**src/rtl/id_ex_operand_stage.sv**
```systemverilog
// ID/EX pipeline register with EX/MEM and MEM/WB operand bypass ahead of the ALU.
// Define ID_EX_FWD_EN to build the forwarding mux; otherwise A/B are the latched operands.
module id_ex_operand_stage #(
  parameter int DW = 16,
  parameter int RW = 3
) (
  input  logic          clk,
  input  logic          rst_n,
  input  logic          stall,
  input  logic          flush,
  input  logic          id_valid,
  input  logic [DW-1:0] id_A,
  input  logic [DW-1:0] id_B,
  input  logic [RW-1:0] id_rs,
  input  logic [RW-1:0] id_rt,
  input  logic          id_rs_used,
  input  logic          id_rt_used,
  input  logic [12:0]   id_alu_ctrl,
  input  logic [RW-1:0] id_wr_reg,
  input  logic          id_wr_en,
  input  logic          id_halt,
  input  logic          exm_wr_en,
  input  logic [RW-1:0] exm_wr_reg,
  input  logic [DW-1:0] exm_data,
  input  logic          mwb_wr_en,
  input  logic [RW-1:0] mwb_wr_reg,
  input  logic [DW-1:0] mwb_data,
  output logic [DW-1:0] A,
  output logic [DW-1:0] B,
  output logic          Cin,
  output logic [2:0]    Op,
  output logic          invA,
  output logic          invB,
  output logic          sign,
  output logic          ex_BTR,
  output logic          ex_SLBI,
  output logic [1:0]    comp_cont,
  output logic          comp,
  output logic          pass,
  output logic          ex_valid,
  output logic [RW-1:0] ex_wr_reg,
  output logic          ex_wr_en,
  output logic          ex_halted
);

  typedef enum logic [0:0] {ST_RUN = 1'b0, ST_HALTED = 1'b1} state_e;

  state_e        state_q, state_d;
  logic          valid_q, valid_d;
  logic [DW-1:0] a_q, a_d, b_q, b_d;
  logic [RW-1:0] rs_q, rs_d, rt_q, rt_d;
  logic          rs_used_q, rs_used_d, rt_used_q, rt_used_d;
  logic [12:0]   ctrl_q, ctrl_d;
  logic [RW-1:0] wr_reg_q, wr_reg_d;
  logic          wr_en_q, wr_en_d;
  logic [DW-1:0] a_fwd_s, b_fwd_s;

  // Next-state: flush beats stall beats load; HALTED freezes everything until reset.
  always_comb begin
    state_d   = state_q;
    valid_d   = valid_q;
    a_d       = a_q;
    b_d       = b_q;
    rs_d      = rs_q;
    rt_d      = rt_q;
    rs_used_d = rs_used_q;
    rt_used_d = rt_used_q;
    ctrl_d    = ctrl_q;
    wr_reg_d  = wr_reg_q;
    wr_en_d   = wr_en_q;
    case (state_q)
      ST_RUN: begin
        if (flush) begin
          valid_d   = 1'b0;
          a_d       = '0;
          b_d       = '0;
          rs_d      = '0;
          rt_d      = '0;
          rs_used_d = 1'b0;
          rt_used_d = 1'b0;
          ctrl_d    = 13'd0;
          wr_reg_d  = '0;
          wr_en_d   = 1'b0;
          state_d   = ST_RUN;
        end else if (!stall) begin
          valid_d   = id_valid;
          a_d       = id_A;
          b_d       = id_B;
          rs_d      = id_rs;
          rt_d      = id_rt;
          rs_used_d = id_rs_used;
          rt_used_d = id_rt_used;
          ctrl_d    = id_alu_ctrl;
          wr_reg_d  = id_wr_reg;
          wr_en_d   = id_wr_en & id_valid;
          state_d   = (id_valid && id_halt) ? ST_HALTED : ST_RUN;
        end else begin
          state_d   = ST_RUN;
        end
      end
      ST_HALTED: state_d = ST_HALTED;
      default:   state_d = ST_RUN;
    endcase
  end

  // Pipeline register bank.
  always_ff @(posedge clk or negedge rst_n) begin
    if (!rst_n) begin
      state_q   <= ST_RUN;
      valid_q   <= 1'b0;
      a_q       <= '0;
      b_q       <= '0;
      rs_q      <= '0;
      rt_q      <= '0;
      rs_used_q <= 1'b0;
      rt_used_q <= 1'b0;
      ctrl_q    <= 13'd0;
      wr_reg_q  <= '0;
      wr_en_q   <= 1'b0;
    end else begin
      state_q   <= state_d;
      valid_q   <= valid_d;
      a_q       <= a_d;
      b_q       <= b_d;
      rs_q      <= rs_d;
      rt_q      <= rt_d;
      rs_used_q <= rs_used_d;
      rt_used_q <= rt_used_d;
      ctrl_q    <= ctrl_d;
      wr_reg_q  <= wr_reg_d;
      wr_en_q   <= wr_en_d;
    end
  end

`ifdef ID_EX_FWD_EN
  // Bypass mux: EX/MEM holds the youngest value, so it outranks MEM/WB.
  always_comb begin
    a_fwd_s = a_q;
    b_fwd_s = b_q;
    if (rs_used_q && valid_q && exm_wr_en && (exm_wr_reg == rs_q)) begin
      a_fwd_s = exm_data;
    end else if (rs_used_q && valid_q && mwb_wr_en && (mwb_wr_reg == rs_q)) begin
      a_fwd_s = mwb_data;
    end else begin
      a_fwd_s = a_q;
    end
    if (rt_used_q && valid_q && exm_wr_en && (exm_wr_reg == rt_q)) begin
      b_fwd_s = exm_data;
    end else if (rt_used_q && valid_q && mwb_wr_en && (mwb_wr_reg == rt_q)) begin
      b_fwd_s = mwb_data;
    end else begin
      b_fwd_s = b_q;
    end
  end
`else
  // Without bypass the hazard unit stalls on every RAW hazard; producer ports are ignored.
  logic unused_fwd_s;
  assign unused_fwd_s = ^{exm_wr_en, exm_wr_reg, exm_data, mwb_wr_en, mwb_wr_reg, mwb_data,
                          rs_q, rt_q, rs_used_q, rt_used_q};
  assign a_fwd_s = a_q;
  assign b_fwd_s = b_q;
`endif

  assign A         = a_fwd_s;
  assign B         = b_fwd_s;
  assign Cin       = ctrl_q[12];
  assign Op        = ctrl_q[11:9];
  assign invA      = ctrl_q[8];
  assign invB      = ctrl_q[7];
  assign sign      = ctrl_q[6];
  assign ex_BTR    = ctrl_q[5];
  assign ex_SLBI   = ctrl_q[4];
  assign comp_cont = ctrl_q[3:2];
  assign comp      = ctrl_q[1];
  assign pass      = ctrl_q[0];
  assign ex_valid  = valid_q;
  assign ex_wr_reg = wr_reg_q;
  assign ex_wr_en  = wr_en_q & valid_q;
  assign ex_halted = (state_q == ST_HALTED);

endmodule

```
**config.mk**
```make
export PLATFORM = sky130hd
export DESIGN_NAME = id_ex_operand_stage
export DESIGN_NICKNAME = d
export VERILOG_FILES = /design/src/rtl/id_ex_operand_stage.sv
export SDC_FILE = /design/constraint.sdc
export NUM_CORES = 1
export LEC_CHECK = 0
export ABC_AREA = 1
export CORE_MARGIN = 1.5
export CORE_UTILIZATION = 37
export DETAILED_ROUTE_END_ITERATION = 8
export GPL_ROUTABILITY_DRIVEN = 0
export HOLD_SLACK_MARGIN = 0.08
export PLACE_DENSITY = 0.87
export SKIP_LAST_GASP = 1
export SYNTH_ARGS = -nofsm -noshare
export SYNTH_HDL_FRONTEND = slang
export SYNTH_SLANG_ARGS = --single-unit
```
**constraint.sdc**
```tcl
create_clock -name clk -period 2.4 [get_ports clk]
set_input_delay 0.24 -clock clk [delete_from_list [all_inputs] [get_ports clk]]
set_output_delay 0.24 -clock clk [all_outputs]
set_load 0.02 [all_outputs]
```
==> flow_summary.json, run 1 <==
{
  "fin_ws_ns": 0.798,
  "total_power_w": 0.00145,
  "status": "complete, no violations",
  "crit_path_end": "ex_wr_en",
  "drtAntennaViolNets": 0,
  "avgSynthCellArea_sq_um": 9.12,
  "cts_root_buf": "clkbuf_8",
  "grt_pass1_wl_um": 9400,
  "hold_slack_ns": 0.472,
  "synth-seq-area-share_pct": 60.0,
  "pin_count": 154,
  "fin_setup_tns_ns": 0,
  "dpl.cell_count": 395,
  "critical-path-max-stage-delay_ns": 0.61,
  "r2r_cells": 4,
  "r2r_start": "ex_halted$_DFF_PN0_",
  "synth_top_area_share_pct": 60.0,
  "finalSetupViolations": 0,
  "cts-resized-gates": 0,
  "end_kind": "output port",
  "power_density_nw_per_um2": 443,
  "synth_cell_types": 12,
  "finalWirelength_um": 5890,
  "via_per_inst": 5.05,
  "synth_ff_type": "dfrtp_1",
  "drive_gt1_share_pct": 4.55,
  "track_usage_pct": 19.6,
  "r2r_end": "ctrl_q[9]$_DFFE_PN0P_",
  "syn-num-nets": 336,
  "die_h_um": 78.8,
  "antenna_found_initial": 0,
  "grt_pass1_vias": 1975,
  "synth-adder-area-share_pct": 0,
  "fin_skew_ns": 0.00935,
  "rsz0062_at_grt": "false",
  "synth.largest_area_cell": "dfrtp_1",
  "tritoncts": "built",
  "postCtsSetupRepairBufs": 0,
  "grt-ovfl-total": 0,
  "arrival_ns": 1.36,
  "fin_crit_sh_pct": 66.8,
  "cp_max_fo": 3,
  "synth.top_cells.by_area": "dfrtp_1 60%, nand2_1 18%, nand4_1 14%",
  "area_growth_pct": 53.8,
  "synth_compound_area_share_pct": 0.471,
  "crit_cells": 3,
  "dieArea_sq_um": 6210,
  "slew_headroom_pct": 39.7,
  "die_x_um": 78.8,
  "maxSlewViolCount": 0,
  "final_nets": 434,
  "cp.required_ns": 2.16,
  "ys_async_sr_fraction_pct": 100,
  "clkSlewWorstSetupHoldPaths_ns": 0.08,
  "cts_buffers": 5,
  "fmax_mhz": 624,
  "cts-htree-levels": 2,
  "rows": 27,
  "drtIter0Drc": 127,
  "port-buffer-count": 105,
  "synth_commonest_cells": "104 x nand2_1, 51 x dfrtp_1, 49 x nand4_1, 15 x buf_2, 5 x buf_4",
  "fp.coreArea_sq_um": 5540,
  "drc_errors": 0,
  "max_slew.worst_pin.slew_ns": 0.901,
  "synth_simple_gate_area_share_pct": 33.5,
  "final_hold_viol_count": 0,
  "muxShareOfSynthArea_pct": 0,
  "crit_path_start_kind": "register",
  "maxCapViolations": 0,
  "synthCells": 233,
  "vias": 2029,
  "grt_max_degree": 51,
  "p_leak_nw": 1.61,
  "wire_per_inst_um": 14.6,
  "crit_buf_inv": 2,
  "initial_core_util_pct": 38.4,
  "reg2reg_setup_slack_ns": 0.97,
  "slowest_stage": "clkdlybuf4s50_1",
  "cts_sinks": 51,
  "hpwl_um": 3990,
  "num-fill-cells": 488,
  "critical_path_class": "register to output port",
  "insertion_delay_ns": 0.29,
  "clockBufferDepth": 2,
  "ys_warn_count": 0,
  "path_delay_family": "buffers and inverters",
  "synth_edf_count": 0,
  "synth_top_family_by_area": "simple AND/OR/NAND/NOR gates",
  "fin_cells": 402,
  "diodes": 0,
  "syn_area_sq_um": 2130,
  "hp-class": "input port to async pin",
  "crit_start": "ex_valid$_DFFE_PN0P_",
  "fin_crit_ns": 1.60,
  "pre_cts_slack_ns": 0.548,
  "ys_ff_latch": 51,
  "synth-xor-area-share_pct": 0,
  "drt-pass1-iter-count": 4,
  "yosysMostFrequentCell": "nand2_1",
  "ir_drop_mv": 0.226,
  "path_cells": "nand2_1 > inv_1 > clkdlybuf4s50_1"
}
==> how the worst min path moves through the flow <==
stage	from	to	depth (start not counted)
after floorplan	rst_n	A[0]$_DFFE_PN0P_	0
after global placement	rst_n	ex_wr_reg[0]$_DFFE_PN0P_	1
after detailed placement	rst_n	ex_wr_reg[0]$_DFFE_PN0P_	1
after CTS	rst_n	ex_wr_reg[0]$_DFFE_PN0P_	2
after global routing	id_alu_ctrl[8]	ctrl_q[8]$_DFFE_PN0P_	3
final	rst_n	ex_wr_reg[0]$_DFFE_PN0P_	2
==> layer usage <==
layer	wire, um	up-vias	global-route usage (%)
met5	0	-	0
met3	377	2	5.75
met4	13	0	3.39
met1	2480	975	23.0
li1	-	976	-
met2	3010	76	35.8
==> cell usage in the layout, fill, tap and decap left out, drive strengths merged, types with 4 or more instances in the layout <==
cell type and instances:
clkdlybuf4s50 104, inv 4, clkbuf 6, buf 6
nand4 49, nand2 105, dfrtp 51
==> layout make-up <==
cell class | instances | area, sq um | area share [%]
tap | 72 | 90.1 | 2.76
sequential | 51 | 1280 | 39.0
inverter | 4 | 15.0 | 0.459
clock buffer | 6 | 72.6 | 2.22
timing repair buffer | 111 | 1090 | 33.4
multi-input combinational | 158 | 722 | 22.1
==> kinds of logic after synthesis <==
logic type,count (synthesis)
and+or+nand+nor,156
DFF,51
AOI/OAI and AO/OA,2
buffers and inverters,24
==> what timing repair did <==
action                                  in CTS  in global routing
hold buffers                                 1                  0
endpoints found under the setup margin       0                  0
endpoints found under the hold margin       25                  0
==> through the flow <==
stage | area [sq um] | utilization (%)
floorplan | 2130 | -
global placement | 3190 | 57.5
detailed placement | 3190 | 57.5
CTS | 3270 | 59.0
global route | 3270 | 59.0
finish | 3270 | 59.0
==> power by group <==
part	switching [W]	internal [W]	leakage, nW
clock network	0.000251	0.000195	0.0371
logic	0.0000584	0.0000833	0.863
registers	0.000000380	0.000859	0.707
total	0.000310	0.00114	1.61
(Power assumes the default switching activity.)
==> inputs of run 2 (changes only) <==
Settings changed: CORE_UTILIZATION 37 to 34, PLACE_DENSITY 0.87 to 0.81.
Clock period 2.4 ns to 1.5 ns, I/O delays scaled along.
==> run 2 against run 1 <==
  * Clock skew decreased by 0.0069 ns
  * Final cell count up 2.2%
  * Non-clock buffer count is 4 higher
  * Utilization decreased by 2.8 points
  * Register-to-register slack worse by 0.53 ns
  * Hold slack got worse by 0.099 ns
  * Flip-flop and latch count did not move
  * Setup slack worse by 0.73 ns
  * Total power up 69%
  * First-iteration DRC count down 35%
  * Critical endpoint is now ex_valid
==> flow_summary.json, run 2 (synthesis results as in run 1) <==
{
  "postCtsSetupRepairBufs": 0,
  "slew_headroom_pct": 80.6,
  "port-buffer-count": 105,
  "grt_pass1_vias": 1984,
  "drive_gt1_share_pct": 6.25,
  "critical-path-max-stage-delay_ns": 0.62,
  "die_x_um": 82.1,
  "fmax_mhz": 697,
  "r2r_cells": 4,
  "crit_path_start_kind": "register",
  "path_cells": "clkdlybuf4s50_1",
  "ir_drop_mv": 0.379,
  "met3_length_um": 391,
  "rsz0062_at_grt": "false",
  "pin_count": 154,
  "track_usage_pct": 18.2,
  "drc_errors": 0,
  "crit_buf_inv": 1,
  "dieArea_sq_um": 6740,
  "cts_buffers": 5,
  "die_h_um": 82.1,
  "hpwl_um": 4050,
  "cts_root_buf": "clkbuf_8",
  "critical_path_class": "register to output port",
  "wl_met2_um": 2860,
  "finalWirelength_um": 5880,
  "final_nets": 438,
  "grt_max_degree": 52,
  "final_cell_mix": "104 x nand2_1, 102 x clkdlybuf4s50_1, 51 x dfrtp_1",
  "final_hold_viol_count": 0,
  "fp.coreArea_sq_um": 5990,
  "finalSetupViolations": 0,
  "antenna_found_initial": 0,
  "fin_skew_ns": 0.00249,
  "maxCapViolations": 0,
  "hp-class": "input port to async pin",
  "grt_pass1_wl_um": 9370,
  "highest_layer": "met4",
  "max_slew.worst_pin.slew_ns": 0.291,
  "fin_ws_ns": 0.0649,
  "p_leak_nw": 1.66,
  "clockBufferDepth": 2,
  "drt-pass1-iter-count": 4,
  "vias": 2031,
  "fin_crit_sh_pct": 95.7,
  "status": "complete, no violations",
  "rows": 28,
  "wl_met1_um": 2590,
  "end_kind": "output port",
  "pre_cts_slack_ns": 0.104,
  "finish.utilization_pct": 56.2,
  "initial_core_util_pct": 35.5,
  "arrival_ns": 1.29,
  "tritoncts": "built",
  "cts_sinks": 51,
  "maxSlewViolCount": 0,
  "path_delay_family": "buffers and inverters",
  "slowest_stage": "clkdlybuf4s50_1",
  "fin_setup_tns_ns": 0,
  "via_per_inst": 4.94,
  "clkSlewWorstSetupHoldPaths_ns": 0.09,
  "drtIter0Drc": 83,
  "crit_cells": 1,
  "fin_crit_ns": 1.44,
  "power_density_nw_per_um2": 728,
  "grt-ovfl-total": 0,
  "insertion_delay_ns": 0.29,
  "cts-htree-levels": 2,
  "area_growth_pct": 58.3,
  "cp_max_fo": 3,
  "wire_per_inst_um": 14.3,
  "diodes": 0,
  "final_common_cell": "nand2_1",
  "cp.required_ns": 1.35,
  "drtAntennaViolNets": 0
}
## run 2: cell count changes in the layout (fill, tap and decap cells not counted), sizes merged
cell / change
dlygate4sd2: +2
clkdlybuf4s50: -2
clkbuf: +2
buf: +4
## run 2: worst paths after layout
check                                           from                  endpoint  slack, ns
worst min-delay path                           rst_n     ctrl_q[2]$_DFFE_PN0P_       0.37
worst max register to register   ex_halted$_DFF_PN0_         A[15]$_DFFE_PN0P_       0.44
worst min register to register      B[2]$_DFFE_PN0P_          B[2]$_DFFE_PN0P_       0.49
min in group clk                        id_wr_reg[2]  ex_wr_reg[2]$_DFFE_PN0P_       0.41
worst max-delay path            ex_valid$_DFFE_PN0P_                  ex_valid       0.06
max in group asynchronous                      rst_n         B[11]$_DFFE_PN0P_       0.91
## run 2: layout make-up
cell class	count	area, sq um
clock buffers	8	100
well taps	75	93.8
multi-input cells	158	722
fillers	537	2630
repair buffers	115	1160
inverters	4	15.0
flip-flops and latches	51	1280
## run 2: metal layers
metal	GRT usage, %	vias up
li1	-	984
met1	23.0	971
met2	31.6	72
met3	3.89	4
met4	4.07	0
met5	0	-
## run 2: what timing repair did
action,CTS,global route
setup endpoints to repair,2,0
resized for setup,2,0
hold buffers,1,0
endpoints found under the hold margin,51,0
## run 2: where the power goes
| group | switching, W | internal [W] | total, W |
|---|---|---|---|
| Combinational | 0.0000954 | 0.000143 | 0.000238 |
| Clock | 0.000416 | 0.000422 | 0.000838 |
| Sequential | 0.000000441 | 0.00137 | 0.00137 |
| Total | 0.000512 | 0.00194 | 0.00245 |
## run 2: metrics by stage
stage          hold WS, ns  std cells  total power [W]  instance area, sq um
2_1_floorplan       -0.146        233          0.00145                  2130
5_1_grt              0.409        411          0.00255                  3370
3_3_place_gp         0.162        402          0.00164                  3260
4_1_cts              0.372        411          0.00250                  3370
6_report             0.373        411          0.00245                  3370
3_5_place_dp         0.160        402          0.00164                  3260
==> inputs of run 3 (changes only) <==
Settings changed: CORE_ASPECT_RATIO set to 0.6.
==> run 3 against run 2 <==
  * Critical path depth unchanged
  * Final cell count grew 2.2%
  * Sequential share of layout area is 0.14 points lower
  * Utilization shrank 0.65 points
  * First-iteration DRC count grew 60%
  * Setup slack worse by 0.0019 ns
  * Combinational power rose by 2%
  * Via count is 0.49% lower
  * Global-route usage hardly changed
  * Die area rose by 0.24%
  * Flip-flop and latch count stayed put
  * Sequential power barely moved
  * Critical path type unchanged
==> flow_summary.json, run 3 (synthesis results as in run 1) <==
{
  "status": "complete, no violations",
  "reg2reg_setup_slack_ns": 0.38,
  "final_area_sq_um": 3380,
  "vias": 2021,
  "fin_crit_ns": 1.44,
  "r2r_start": "ex_halted$_DFF_PN0_",
  "cts_root_buf": "clkbuf_8",
  "clockBufferDepth": 2,
  "die_h_um": 64.3,
  "pre_cts_slack_ns": 0.0447,
  "grtUsageMet1_pct": 23.5,
  "drt-pass1-iter-count": 4,
  "fin_setup_tns_ns": 0,
  "fp.coreArea_sq_um": 6080,
  "slew_headroom_pct": 75.8,
  "port-buffer-count": 105,
  "rsz0062_at_grt": "false",
  "final_hold_viol_count": 0,
  "finalWirelength_um": 5860,
  "final_cell_mix": "104 x nand2_1, 101 x clkdlybuf4s50_1, 51 x dfrtp_1",
  "crit_path_end": "Op[1]",
  "place_area_sq_um": 3280,
  "r2r_cells": 5,
  "area_growth_pct": 58.9,
  "path_cells": "clkdlybuf4s50_1",
  "ir_drop_mv": 0.331,
  "antenna_found_initial": 0,
  "power_density_nw_per_um2": 711,
  "arrival_ns": 1.29,
  "wire_per_inst_um": 13.9,
  "max_slew.worst_pin.slew_ns": 0.364,
  "grt_pass1_wl_um": 9630,
  "die_x_um": 105,
  "slowest_stage": "clkdlybuf4s50_1",
  "diodes": 0,
  "final_nets": 439,
  "grt-ovfl-total": 0,
  "path_delay_family": "buffers and inverters",
  "fin_ws_ns": 0.0630,
  "insertion_delay_ns": 0.29,
  "dieArea_sq_um": 6750,
  "crit_buf_inv": 1,
  "drtAntennaViolNets": 0,
  "critical_path_class": "register to output port",
  "num-fill-cells": 558,
  "track_usage_pct": 18.1,
  "crit_start": "ctrl_q[10]$_DFFE_PN0P_",
  "cp.required_ns": 1.35,
  "critical-path-max-stage-delay_ns": 0.62,
  "cts_buffers": 5,
  "use_met2_pct": 28.7,
  "hpwl_um": 3950,
  "p_leak_nw": 1.68,
  "fin_skew_ns": 0.00408,
  "grt.met3_usage_pct": 6.12,
  "via_per_inst": 4.81,
  "fmax_mhz": 696,
  "crit_path_start_kind": "register",
  "end_kind": "output port",
  "final_common_cell": "nand2_1",
  "drive_gt1_share_pct": 6.55,
  "clkSlewWorstSetupHoldPaths_ns": 0.09,
  "drtIter0Drc": 133,
  "cp_max_fo": 2,
  "drc_errors": 0,
  "initial_core_util_pct": 34.9,
  "fin_crit_sh_pct": 95.8,
  "crit_cells": 1,
  "grt_pass1_vias": 2011,
  "tritoncts": "built",
  "grt_max_degree": 52,
  "rows": 22,
  "cts-htree-levels": 2,
  "postCtsSetupRepairBufs": 0,
  "maxCapViolations": 0,
  "cts_sinks": 51,
  "pin_count": 154,
  "r2r_end": "ex_valid$_DFFE_PN0P_",
  "hp-class": "input port to async pin",
  "busiest_layer": "met2",
  "maxSlewViolCount": 0,
  "finalSetupViolations": 0
}
run 3: cell count changes in the layout (fill, tap and decap cells not counted), sizes merged:
| cell | change |
|---|---|
| clkbuf | -2 |
| dlymetal6s2s | +2 |
| buf | +1 |
| clkdlybuf4s50 | -1 |
| clkinv | +1 |
| dlygate4sd2 | -1 |
run 3: worst min path at each step:
stage	start	cells past startpoint	to
after floorplan	rst_n	0	A[0]$_DFFE_PN0P_
after global placement	rst_n	2	A[13]$_DFFE_PN0P_
after detailed placement	rst_n	2	A[14]$_DFFE_PN0P_
after CTS	rst_n	3	A[14]$_DFFE_PN0P_
after global routing	rst_n	3	A[14]$_DFFE_PN0P_
final	rst_n	3	A[14]$_DFFE_PN0P_
run 3: per-stage QoR:
step,total power [W],hold slack [ns],cells,utilization [%]
after floorplan,0.00145,-0.146,233,-
after global placement,0.00164,0.159,412,53.9
after detailed placement,0.00164,0.163,412,53.9
after CTS,0.00244,0.370,420,55.5
after global routing,0.00253,0.397,420,55.5
final,0.00240,0.386,420,55.5
run 3: layout make-up:
class | instances | area [sq um] | share of cell area [%]
clock buffers | 6 | 82.6 | 2.44
clock inverters | 1 | 5.00 | 0.148
inverters | 4 | 15.0 | 0.444
multi-input cells | 158 | 722 | 21.4
flip-flops and latches | 51 | 1280 | 37.8
well taps | 84 | 105 | 3.11
repair buffers | 116 | 1170 | 34.7
run 3: per-layer routing:
metal / vias up / share of wire, %
met5: - / 0
met4: 0 / 1.1
met3: 6 / 7.8
met2: 73 / 44
met1: 955 / 47
li1: 987 / -
run 3: power breakdown:
part           switching (W)  internal [W]
Combinational      0.0000974      0.000144
Clock               0.000423      0.000363
Sequential       0.000000513       0.00137
Total               0.000520       0.00188
run 3: timing repair:
action	in CTS	in global routing
setup endpoints to repair	1	2
hold buffers	1	0
gates resized for setup	1	2
pin swaps	0	0
hold endpoints to repair	51	0
